==> src/rtl/bictr_dcnto_step.sv <==
// Up/down counter with dynamic bounds, step size and four terminal modes.
// Define BICTR_DCNTO_STEP_EN to honour the step port (else step is 1).
module bictr_dcnto_step #(
  parameter int width  = 8,
  parameter int step_w = 4
) (
  input  logic              clk,
  input  logic              reset,
  input  logic [width-1:0]  data,
  input  logic [width-1:0]  count_to,
  input  logic [width-1:0]  count_from,
  input  logic [step_w-1:0] step,
  input  logic              up_dn,
  input  logic              load,
  input  logic              cen,
  input  logic [1:0]        mode,
  input  logic              clr_halt,
  output logic [width-1:0]  count,
  output logic              tercnt,
  output logic              wrap_pulse,
  output logic              halted
);

  localparam logic [0:0] RUN    = 1'b0;
  localparam logic [0:0] HALTED = 1'b1;

  logic [0:0]       state;
  logic [width-1:0] s_w;
  logic [width:0]   s_ext;
  logic [width:0]   c_ext;
  logic [width:0]   up_nxt;
  logic [width:0]   dn_lim;
  logic [width-1:0] dn_nxt;
  logic             up_term;
  logic             dn_term;
  logic             term;
  logic             cnt_en;
  logic [width-1:0] term_val;

`ifdef BICTR_DCNTO_STEP_EN
  assign s_w = width'(step);
`else
  logic unused_step;
  assign unused_step = ^step;
  assign s_w = width'(1);
`endif

  assign s_ext   = {1'b0, s_w};
  assign c_ext   = {1'b0, count};
  assign up_nxt  = c_ext + s_ext;
  assign dn_lim  = {1'b0, count_from} + s_ext;
  assign dn_nxt  = count - s_w;
  // width+1 compare keeps an overflowing step a terminal event
  assign up_term = up_nxt >= {1'b0, count_to};
  assign dn_term = c_ext < dn_lim;
  assign term    = up_dn ? up_term : dn_term;
  assign cnt_en  = (state == RUN) && cen && (s_w != '0);

  assign tercnt = up_dn ? (count == count_to)
                        : (count == count_from);

  always_comb begin
    term_val = count;
    unique case (mode)
      2'd0:    term_val = data;
      2'd1:    term_val = up_dn ? count_from : count_to;
      default: term_val = up_dn ? count_to : count_from;
    endcase
  end

  always_ff @(posedge clk or posedge reset) begin
    if (reset) begin
      count      <= '0;
      wrap_pulse <= 1'b0;
      state      <= RUN;
    end else if (load) begin
      count      <= data;
      wrap_pulse <= 1'b0;
      state      <= RUN;
    end else if (clr_halt) begin
      wrap_pulse <= 1'b0;
      state      <= RUN;
    end else if (cnt_en) begin
      if (term) begin
        count      <= term_val;
        wrap_pulse <= 1'b1;
        if (mode == 2'd3)
          state <= HALTED;
      end else begin
        count      <= up_dn ? up_nxt[width-1:0] : dn_nxt;
        wrap_pulse <= 1'b0;
      end
    end else begin
      wrap_pulse <= 1'b0;
    end
  end

  assign halted = (state == HALTED);

endmodule

==> config.mk <==
export PLATFORM = sky130hd
export DESIGN_NAME = bictr_dcnto_step
export DESIGN_NICKNAME = d
export VERILOG_FILES = /design/src/rtl/bictr_dcnto_step.sv
export SDC_FILE = /design/constraint.sdc
export NUM_CORES = 1
export LEC_CHECK = 0
export BUFFER_PORTS_ARGS = -buffer_cell sky130_fd_sc_hd__clkbuf_2
export CAP_MARGIN = 20
export CORE_MARGIN = 4
export CORE_UTILIZATION = 51
export DETAILED_ROUTE_END_ITERATION = 16
export PLACE_DENSITY = 0.85
export SKIP_LAST_GASP = 1
export SLEW_MARGIN = 5
export SYNTH_ARGS = -nofsm -noshare
export SYNTH_HDL_FRONTEND = slang
export SYNTH_SLANG_ARGS = --single-unit
==> constraint.sdc <==
create_clock -name clk -period 3.4 [get_ports clk]
set_clock_uncertainty 0.15 [all_clocks]
set_input_delay 0 -clock clk [delete_from_list [all_inputs] [get_ports clk]]
set_output_delay 0 -clock clk [all_outputs]
set_load 0.05 [all_outputs]
; ---- Word-level counts from Yosys, hierarchy flattened
; Index checks and enable logic that the tools add are counted.
[word_totals]
ff_bits = 10
output_inout_bits = 11
[op_classes]
add_sub_neg = 3
n_lt_le_gt_ge = 2
eq_ne = 5
mux = 19
n_bitwise = 1
n_reduce_logical = 8
[ops]
columns = cell, n
row1 = 8-bit 2-to-1 mux, 7
row2 = 8-bit by 1-bit adder with 9-bit output (second input constant), 2
row3 = 8-bit == test, 2
row4 = 8-bit one-hot mux with 2 select lines, 1
row5 = 1-bit 2-to-1 mux, 11
row6 = 9-bit by 8-bit greater-or-equal comparator with 1-bit output, 1
row7 = 8-bit by 9-bit less-than comparator with 1-bit output, 1
row8 = 3-bit nonzero test, 3
row9 = 8-bit by 1-bit subtractor with 8-bit output (second input constant), 1
row10 = 3-bit AND reduction, 1
row11 = 2-bit by 1-bit == test with 1-bit output (second input constant), 1
row12 = 2-bit == test (second input constant), 1
row13 = 2-bit zero test, 1
row14 = 2-bit != test (second input constant), 1
row15 = 2-bit AND reduction, 1
row16 = 2-bit nonzero test, 1
row17 = 1-bit logical AND, 1
row18 = 1-bit inverter, 1

; ---- Depth between registers and ports, before layout
[logic_depth]
depth_word = 7
ltp_mapped = 13
mapped_depth_nobuf = 12

; ---- Least setup slack after synthesis
; OpenSTA, ideal clock, no wires.
[synth_timing]
kind = reg2reg
from = register count[1]
to = register count[1]
setup_ps = 91
arrival_ps = 2874
setup_slack_ps = 285
stages_incl_launch_ff = 12
path_buffers = 0
cell_sequence = dfrtp_1 ha_1 nand3_1 nor2_1 xor2_1 ha_1 a21o_1 a21oi_1 nand2_1 o21ai_4 mux2_2 o221ai_1
[synth_between]
elab_chain_cells = 7
elab_cells_between_ends = 10
classes_between = add/sub (2) / order compare (2) / mux (6)
[synth_lines]
columns = item, line_no
row1 = from (decl), 18  ; output logic [width-1:0] count,
row2 = from (signal assigned), 77  ; count <= data;
row3 = from (signal assigned), 85  ; count <= term_val;
row4 = from (signal assigned), 90  ; count <= up_dn ? up_nxt[width-1:0] : dn_nxt;
row5 = 8-bit by 1-bit adder with 9-bit output, 50  ; assign up_nxt = c_ext + s_ext;
row6 = 9-bit by 8-bit greater-or-equal comparator with 1-bit output, 54  ; assign up_term = up_nxt >= {1'b0, count_to};
row7 = 1-bit 2-to-1 mux, 56  ; assign term = up_dn ? up_term : dn_term;
row8 = 8-bit 2-to-1 mux *, 84  ; if (term) begin
row9 = 8-bit 2-to-1 mux *, 83  ; end else if (cnt_en) begin
row10 = 8-bit 2-to-1 mux *, 80  ; end else if (clr_halt) begin
row11 = 8-bit 2-to-1 mux *, 76  ; end else if (load) begin
; Mark *: on every way between the ends. The rest lies on a longest branch, timed or not. The select of a mux whose other input is x is not followed.
; A chain may end at the register's enable or synchronous reset.

; ---- Worst setup path after layout
[layout_timing]
from = register count[0]
to = register count[3]
; Same word-level chain as after synthesis.

==> results by group <==
Outcome
  • Outcome: finished clean

STA
  • Fmax: between 300 and 400 MHz
  • RSZ-0062 raised after global routing: false
  • Fin. Hold Viols: 0
  • Min cycle time layout: around 3.1 ns
  • Count of final max-slew check failures: 0
  • Least-Margin Pin Slew: just under 0.6 ns
  • Setup TNS: 0 ns
  • Setup-failing EPs final: 0
  • Post-route clock period utilization: 0.898
  • Crit path setup slack, layout: ~0.35 ns
  • Slew headroom: 0.602

Logic synthesis
  • Yosys reg bits: 10
  • Synth cell count leaders: 23 x nand2_1, 18 x ha_1, 17 x nor2_1, 17 x xor2_1
  • Yosys cell types: 42
  • Synth Flop Type: dfrtp_1
  • Top-area cell type share of the netlist area: 0.141
  • Yosys warns: 0
  • Cells after synthesis: ~230
  • Number of synthesized flops with an enable pin: 0
  • Asr flop ratio synth: 1.00
  • Synthesized net count: approximately 290
  • Synthesized area: between 0.0015 and 0.002 sq mm
  • Mapped Avg Cell Area: 7.67 sq um
  • Post-synthesis sequential area ratio: 0.141
  • Synth area leader: dfrtp_1
  • Count leader, synth: nand2_1
  • Area contributors post-synth: dfrtp_1 14%, ha_1 13%, xor2_1 8.4%, mux2i_1 7.3%, o221ai_1 5.4%

Worst setup path
  • Critical R2R Launch: count[0]
  • Setup crit start: count[0]
  • CP max FO: 9
  • Kind of critical path: flip-flop to flip-flop
  • Worst R2R Path Depth: 12
  • CP required: 3.43 ns
  • Reg2reg setup slack: between 0.3 and 0.4 ns
  • Setup crit end kind: flip-flop
  • Critical Path AT: just over 3 ns
  • Startpoint type of the worst setup path: flip-flop
  • FF-to-FF End: count[3]
  • Worst Setup EP: count[3]

Clock tree
  • Clock sinks: 10
  • Clk_lat worst skew: around 0.27 ns
  • Hold_buf cts: 12
  • CTS tree: yes
  • CTS H-tree depth: 1
  • Num CTS Buffers: 3
  • Clk buf depth: 2
  • Post-cts resize count: 0
  • CTS clk-pin slew, worst paths: roughly 0.070 ns
  • Post-CTS Setup Inserts: 0
  • Root Buffer: clkbuf_4

Detailed routing
  • Routed wire length: slightly above 5000 microns
  • Residual DRC: 0
  • Wirelength per Cell: about 16 microns
  • Starting DRT DRC Count: around 170
  • Post-route ant nets: 0
  • TritonRoute pass-1 iters: 5
  • Total number of vias: between 1500 and 2000
  • Via density: between 6 and 7

Global route
  • Gr usage total: 0.230
  • Global-route met2 utilization: 0.388
  • Largest net degree at the start of global routing: 28
  • GRT Residual Overflow: 0
  • Vias in the first global route: around 1700
  • Initial antenna violation count: 0
  • GR peak layer: met2
  • Met1 usage in global routing: 0.299
  • First-pass GRT wire length: about 8000 microns
  • Met3 usage: 0.0219

Place
  • Place WS: roughly 0.37 ns
  • DP Wirelength: 3810 microns
  • Placer Congestion: between 0.8 and 0.9
  • PortBufs: 42
  • Area after DPL: approximately 0.002 sq mm

Floorplan
  • Row cnt: 21
  • Die area: roughly 0.0045 sq mm
  • Core area: between 0.003 and 0.004 sq mm
  • Die Width: ~67 microns
  • Initial core utilization: 0.529
  • Ports: 47
  • Die H: ~67 microns

Cells and area
  • Area grow syn2layout: 21.6%
  • Final Cell Area: roughly 0.0022 sq mm
  • Fraction of layout instances using a drive strength above 1: 0.241
  • Final Core Density: 0.644
  • Final nets: between 300 and 400
  • Antenna diode count: 0

Power and ir drop
  • Power Dens Cells: between 300 and 400 mW/mm^2
  • Peak VDD IR: about 0.22 mV
  • Leakage: 1.03 nW

Run
  • Max-cap violations: 0

Hold path
  • Hold crit path type: primary input to flip-flop
## final cells by class
class,count,area (sq um)
Multi-Input combinational cell,189,1380
Fill cell,317,1200
Timing Repair Buffer,62,390
Sequential cell,10,250
Tap cell,46,57.6
Inverter,13,48.8
Clock buffer,4,36.3
## critical path, stage by stage, from the launching register on
cell and delay (ns):
dfrtp_1 0.35, ha_1 0.24, nand3_1 0.16, nor2_1 0.21
xor2_1 0.19, ha_1 0.28, nand4_1 0.10, nand3b_1 0.08
a21oi_1 0.15, nand2_1 0.11, o21ai_4 0.38, mux2_2 0.38
o221ai_1 0.19
## registers in the layout, summed over array words and instances (netlist names)
name,cells
halted,1
count,8
wrap_pulse,1
## cells in the final DEF, fill, tap and decap left out, types with 6 or more instances in the layout
cell type and instances:
o21ai_0 12, ha_1 18, a21oi_1 7, xor2_1 17, buf_4 8, nand3_1 10, dlygate4sd3_1 12, inv_1 13
clkbuf_2 42, mux2i_1 13, o22ai_1 11, xnor2_1 10, dfrtp_1 10, nand2_1 23, nand4_1 6, o221ai_1 11
nor2_1 17
## worst min path at each step
stage,slack [ns],from,end,depth (start not counted)
after floorplan,-0.31,reset,count[0],1
after global placement,-0.18,reset,halted,2
after detailed placement,-0.16,reset,wrap_pulse,2
after CTS,0.04,load,count[6],2
after global routing,0.07,load,count[6],2
final,0.05,load,count[6],2
## report_power, final
group / internal (W) / switching (W)
Sequential: 0.000131 / 0.0000197
Clock: 0.0000651 / 0.0000446
Combinational: 0.000166 / 0.000236
Total: 0.000362 / 0.000300
## per-layer routing
| layer | vias to the layer above | routed length, microns | part of all wire |
|---|---|---|---|
| li1 | 936 | - | - |
| met1 | 909 | 2120 | 0.42 |
| met2 | 102 | 2400 | 0.48 |
| met3 | 11 | 423 | 0.084 |
| met4 | 0 | 107 | 0.021 |
| met5 | - | 0 | 0 |
## cells by family after synthesis
family,after synthesis,share of synthesized area
muxes,17,0.100
AOI/OAI and AO/OA,56,0.224
and+or+nand+nor,71,0.192
adders and majority gates,18,0.126
xor gates and xnor gates,27,0.133
buffers and inverters,33,0.0836
DFF,10,0.141
## metrics by stage
step	total power, W	std cells	hold WS (ns)
2_1_floorplan	0.000439	232	-0.310
5_1_grt	0.000709	324	0.0713
3_5_place_dp	0.000539	308	-0.158
3_3_place_gp	0.000530	308	-0.180
6_report	0.000662	324	0.0499
4_1_cts	0.000658	324	0.0428
(Power assumes the default switching activity.)
